`config.mk`:
```
export PLATFORM = sky130hd
export DESIGN_NAME = store_check_monitor
export DESIGN_NICKNAME = d
export VERILOG_FILES = /design/src/rtl/store_check_pkg.sv /design/src/rtl/store_check_sat_cnt.sv /design/src/rtl/store_check_monitor.sv
export SDC_FILE = /design/constraint.sdc
export NUM_CORES = 1
export LEC_CHECK = 0
export ABC_AREA = 1
export ABC_CLOCK_PERIOD_IN_PS = 6000
export CORE_MARGIN = 4
export CORE_UTILIZATION = 40
export CTS_BUF_LIST = sky130_fd_sc_hd__clkbuf_16
export CTS_CLUSTER_DIAMETER = 150
export DETAILED_ROUTE_END_ITERATION = 10
export GPL_ROUTABILITY_DRIVEN = 0
export PLACE_DENSITY = 0.73
export SYNTH_ARGS = -nofsm -noshare
export SYNTH_HDL_FRONTEND = slang
export SYNTH_SLANG_ARGS = --single-unit
```
`constraint.sdc`:
```
create_clock -name clk -period 6 [get_ports clk]
set_input_delay 0.6 -clock clk [delete_from_list [all_inputs] [get_ports clk]]
set_output_delay 0.6 -clock clk [all_outputs]
set_load 0.03 [all_outputs]
```
`src/rtl/store_check_pkg.sv`:
```
// Shared types and helpers for the data-memory store-check monitor.
package store_check_pkg;

  typedef enum logic [1:0] {
    IDLE = 2'd0,
    RUN  = 2'd1,
    PASS = 2'd2,
    FAIL = 2'd3
  } state_t;

  typedef enum logic [1:0] {
    FC_NONE     = 2'd0,
    FC_MISMATCH = 2'd1,
    FC_TIMEOUT  = 2'd2
  } fail_code_t;

  // True when base <= addr < base + size; a zero size never matches.
  function automatic logic in_window(input logic [63:0] addr,
                                     input logic [63:0] base,
                                     input logic [63:0] size);
    return (addr >= base) && (addr < (base + size));
  endfunction

endpackage

```
`src/rtl/store_check_sat_cnt.sv`:
```
// Saturating up-counter with synchronous clear (clear wins over enable).
module store_check_sat_cnt #(
  parameter int unsigned CNT_W = 16
) (
  input  logic             clk,
  input  logic             reset,
  input  logic             clr,
  input  logic             en,
  output logic [CNT_W-1:0] cnt
);

  logic [CNT_W-1:0] cnt_q, cnt_d;

  // Next count: clear, else increment unless already at all-ones.
  always_comb begin
    cnt_d = cnt_q;
    if (clr) begin
      cnt_d = '0;
    end else if (en && (cnt_q != '1)) begin
      cnt_d = cnt_q + CNT_W'(1);
    end
  end

  // Count register.
  always_ff @(posedge clk) begin
    if (reset) cnt_q <= '0;
    else       cnt_q <= cnt_d;
  end

  assign cnt = cnt_q;

endmodule

```
`src/rtl/store_check_monitor.sv`:
```
// Self-check monitor on the data-memory write port: matches an ordered list
// of expected stores, tolerates a scratch window, flags pass/mismatch/timeout.
// Optional build macro: STORE_CHECK_REARM_EN (start in PASS/FAIL re-arms).
module store_check_monitor
  import store_check_pkg::*;
#(
  parameter int unsigned ADDR_W   = 32,
  parameter int unsigned DATA_W   = 32,
  parameter int unsigned N_EXP    = 1,
  parameter int unsigned IGN_BASE = 96,
  parameter int unsigned IGN_SIZE = 4,
  parameter int unsigned TIMEOUT  = 1000,
  parameter int unsigned CNT_W    = 16,
  localparam int unsigned MI_W    = $clog2(N_EXP + 1)
) (
  input  logic                    clk,
  input  logic                    reset,
  input  logic                    start,
  input  logic                    mem_write,
  input  logic [ADDR_W-1:0]       data_adr,
  input  logic [DATA_W-1:0]       write_data,
  input  logic [N_EXP*ADDR_W-1:0] exp_addr,
  input  logic [N_EXP*DATA_W-1:0] exp_data,
  output logic                    done,
  output logic                    pass,
  output logic                    fail,
  output logic [1:0]              fail_code,
  output logic [ADDR_W-1:0]       fail_addr,
  output logic [DATA_W-1:0]       fail_data,
  output logic [MI_W-1:0]         match_idx,
  output logic [CNT_W-1:0]        store_cnt,
  output logic [CNT_W-1:0]        cycle_cnt
);

  state_t            state_q, state_d;
  logic              done_q, done_d, pass_q, pass_d, fail_q, fail_d;
  logic [1:0]        fail_code_q, fail_code_d;
  logic [ADDR_W-1:0] fail_addr_q, fail_addr_d;
  logic [DATA_W-1:0] fail_data_q, fail_data_d;
  logic [MI_W-1:0]   match_idx_q, match_idx_d;

  logic              cnt_clr, cyc_en, st_en;
  logic [ADDR_W-1:0] cur_addr;
  logic [DATA_W-1:0] cur_data;
  logic              hit, in_win, timeout_hit;

  // Select the expected entry currently awaited.
  always_comb begin
    cur_addr = '0;
    cur_data = '0;
    for (int unsigned i = 0; i < N_EXP; i++) begin
      if (match_idx_q == MI_W'(i)) begin
        cur_addr = exp_addr[i*ADDR_W +: ADDR_W];
        cur_data = exp_data[i*DATA_W +: DATA_W];
      end
    end
  end

  assign hit         = (data_adr == cur_addr) && (write_data == cur_data);
  assign in_win      = in_window(64'(data_adr), 64'(IGN_BASE), 64'(IGN_SIZE));
  assign timeout_hit = (64'(cycle_cnt) + 64'd1) >= 64'(TIMEOUT);

  // Next-state and registered-output logic.
  always_comb begin
    state_d     = state_q;
    done_d      = done_q;
    pass_d      = pass_q;
    fail_d      = fail_q;
    fail_code_d = fail_code_q;
    fail_addr_d = fail_addr_q;
    fail_data_d = fail_data_q;
    match_idx_d = match_idx_q;
    cnt_clr     = 1'b0;
    cyc_en      = 1'b0;
    st_en       = 1'b0;
    case (state_q)
      IDLE: begin
        if (start) begin
          state_d     = RUN;
          match_idx_d = '0;
          cnt_clr     = 1'b1;
        end
      end
      RUN: begin
        cyc_en = 1'b1;
        if (mem_write) begin
          st_en = 1'b1;
          if (hit) begin
            match_idx_d = match_idx_q + MI_W'(1);
            if (match_idx_q == MI_W'(N_EXP - 1)) begin
              state_d = PASS;
              done_d  = 1'b1;
              pass_d  = 1'b1;
            end
          end else if (!in_win) begin
            state_d     = FAIL;
            done_d      = 1'b1;
            fail_d      = 1'b1;
            fail_code_d = FC_MISMATCH;
            fail_addr_d = data_adr;
            fail_data_d = write_data;
          end
        end
        // Timeout only applies if this cycle's write did not already decide.
        if (timeout_hit && (state_d == RUN)) begin
          state_d     = FAIL;
          done_d      = 1'b1;
          fail_d      = 1'b1;
          fail_code_d = FC_TIMEOUT;
          fail_addr_d = '0;
          fail_data_d = '0;
        end
      end
      default: begin
`ifdef STORE_CHECK_REARM_EN
        if (start) begin
          state_d     = RUN;
          done_d      = 1'b0;
          pass_d      = 1'b0;
          fail_d      = 1'b0;
          fail_code_d = FC_NONE;
          fail_addr_d = '0;
          fail_data_d = '0;
          match_idx_d = '0;
          cnt_clr     = 1'b1;
        end
`endif
      end
    endcase
  end

  // State and output registers.
  always_ff @(posedge clk) begin
    if (reset) begin
      state_q     <= IDLE;
      done_q      <= 1'b0;
      pass_q      <= 1'b0;
      fail_q      <= 1'b0;
      fail_code_q <= '0;
      fail_addr_q <= '0;
      fail_data_q <= '0;
      match_idx_q <= '0;
    end else begin
      state_q     <= state_d;
      done_q      <= done_d;
      pass_q      <= pass_d;
      fail_q      <= fail_d;
      fail_code_q <= fail_code_d;
      fail_addr_q <= fail_addr_d;
      fail_data_q <= fail_data_d;
      match_idx_q <= match_idx_d;
    end
  end

  store_check_sat_cnt #(.CNT_W(CNT_W)) u_cycle_cnt (
    .clk(clk), .reset(reset), .clr(cnt_clr), .en(cyc_en), .cnt(cycle_cnt)
  );

  store_check_sat_cnt #(.CNT_W(CNT_W)) u_store_cnt (
    .clk(clk), .reset(reset), .clr(cnt_clr), .en(st_en), .cnt(store_cnt)
  );

  assign done      = done_q;
  assign pass      = pass_q;
  assign fail      = fail_q;
  assign fail_code = fail_code_q;
  assign fail_addr = fail_addr_q;
  assign fail_data = fail_data_q;
  assign match_idx = match_idx_q;

endmodule
```
==> run metrics <==
outcome=complete, no violations; Synth cell types=27; Root Driver=clkbuf_16; CP bufs+invs=2; critical path class=register to register; die width=130 um; CTS H-tree lvls=3; CORE AREA=0.0146 mm^2; Clock Skews=5.19 ps; Setup Viol. Count Final=0; Leakage=3.39 nW; crit share post-route=0.680; most used cell, CP=nand2_1; FP Rows=44; Slew headroom=0.178; CTS Buf Count=9; max cap viols=0; post-route minimum period=4080 ps; Avg WL per Cell=14.9 um; Synth area leader=dfxtp_1; CP top delay family=simple AND/OR/NAND/NOR gates; pwr dens=205 mW/mm^2; worst path cell trace=clkinv_2, buf_4, nand3b_1, nand2_1, nor2_1, nand2_1, nor2_1, nand2_1, nor2_1, nand2_1, nand2_1, nand4_4, a21oi_1, nor2_1; IR drop worst, VDD=0.133 mV; Hold/Removal Path Class=register to register; Compound-Gate Fraction of Synth Area=0.104; clock latency on the worst-skew pair=350 ps; syn nets=1096; Max Slew Vio Count=0; fin nets=1296; crit path max fanout=68; Die Ht=130 um; mapped cell area=0.00600 mm^2; port buffer count=233; Final WS setup=1920 ps; Resized cells post-CTS=0; RSZ-0062 raised after global routing=no; Seq/Total Area, Yosys=0.347; crit path launch type=register; total setup buffers inserted after CTS=0; simple-gate area share of the yosys netlist=0.446; CP endpoint kind=register; yosys warns=0; multiplexer share of the synthesized area=0; Synth Area in Adders=0.00626; slowest stage cell, crit path=nand4_4; Main synth FF type=dfxtp_1; final hold violation count=0; most frequent cell after synthesis=nand2_1; synthesized area per cell=6.24 um^2; CP arrival=4300 ps; Async S/R FF share, synth=0; first-pass GRT wire length=30600 um; TritonCTS sink count=104; number of enable flip-flop cells after synthesis=0; Peak Freq=245 MHz; Synth top cells by count=nand2_1, dfxtp_1, a21oi_1; post-route cell area=0.00862 mm^2; dpl ws=1930 ps; top post-synthesis cells by area=dfxtp_1, nand2_1, a21oi_1; share of cells above drive strength 1=0.0215; remaining global-route overflow=0; via/cell ratio=5.12; CTS tree=built; clock-pin slew on the worst setup and hold paths=70 ps; total power=1.76 mW; initial antenna violation count=0; drt first pass iters=5; worst slew pin tran=1230 ps; crit-path max cell delay=830 ps; DR iter-0 viols=551; setup TNS=0 ps; hold_ws=451 ps; Yosys top cell area share=0.347; pin count of the biggest net entering global routing=71; vias=6928; largest family of logic cells by synthesized area=simple AND/OR/NAND/NOR gates; gr usage total=0.225; Starting Density=0.411; cts hold-fix bufs=0; CTS max path bufs=2; DIE AREA=0.0170 mm^2; post-synthesis xor/xnor area fraction=0.0146; Final HPWL DP=14600 um; drt drc=0; Req. time, crit path=6220 ps; vias in the first global route=5952; WL final=20100 um; Area Growth Syn to Fin=43.7%; placed cell area=0.00835 mm^2; Gate Count Post-Synth=961; Routed Antenna Nets=0; #FFs+latches synth=104; num ports=234
-- logic make-up after synthesis --
group           after synthesis
buf+inv                     111
fa+ha+maj                     3
compound gates              123
simple gates                610
flops                       104
xor+xnor                     10
-- per-stage QoR --
step	utilization	std cells
floorplan	-	961
global placement	0.572	1334
detailed placement	0.572	1334
CTS	0.590	1349
global route	0.590	1349
finish	0.591	1352
-- layout by cell type (no fill, tap or decap), types with 2 or more instances in the layout --
master and instances:
a211oi_1 2, a21oi_1 98, buf_4 3, clkbuf_16 9, clkdlybuf4s50_1 232, clkinv_2 5
clkinv_4 2, dfxtp_1 104, diode_2 3, ha_1 3, inv_1 62, nand2_1 348
nand3_1 96, nand3b_1 50, nand4_1 12, nor2_1 83, nor3_1 6, nor4_1 8
o21ai_0 21, or2_2 2, xnor2_1 6, xor2_1 4
-- metal layers --
layer | vias up | GRT usage | routed length (um)
met5 | - | 0 | 0
li1 | 3537 | - | -
met3 | 36 | 0.0346 | 1380
met1 | 3124 | 0.301 | 8590
met2 | 231 | 0.357 | 9400
met4 | 0 | 0.105 | 715
-- sequential cells by signal, indices dropped and copies added, names as in the netlist --
name             cells
pass                 1
fail_addr           32
match_idx            1
u_cycle_cnt.cnt     16
fail_code            2
fail_data           32
u_store_cnt.cnt     16
state_q              2
done                 1
fail                 1
-- area by class of cell --
cell class	instances	area (um^2)
fillers	1384	5970
multi-input cells	746	3440
repair buffers	236	2350
flip-flops and latches	104	2080
inverters	64	241
well taps	184	230
clock buffers	9	225
clock inverters	6	37.5
diodes	3	7.51
-- tightest hold or removal path: cells and delay by family (launching register included) --
kind / cells / cell delay (ps)
DFF: 1 / 310
buffers and inverters: 1 / 50
AOI/OAI and AO/OA: 1 / 50
-- final timing paths --
path / start / end / slack, ps / cells past startpoint
max: match_idx$_SDFFE_PP0P_ / fail_code[0]$_SDFFE_PP0P_ / 1920 / 14
max reg2reg: match_idx$_SDFFE_PP0P_ / fail_code[0]$_SDFFE_PP0P_ / 1920 / 14
min reg2reg: done$_SDFFE_PP0P_ / done$_SDFFE_PP0P_ / 450 / 2
min: done$_SDFFE_PP0P_ / done$_SDFFE_PP0P_ / 450 / 2
-- where the power goes --
group	internal [mW]	switching, mW
registers	0.722	0.0250
clock network	0.278	0.273
logic	0.203	0.264
total	1.20	0.562
Power figures use the tool's default switching activity.
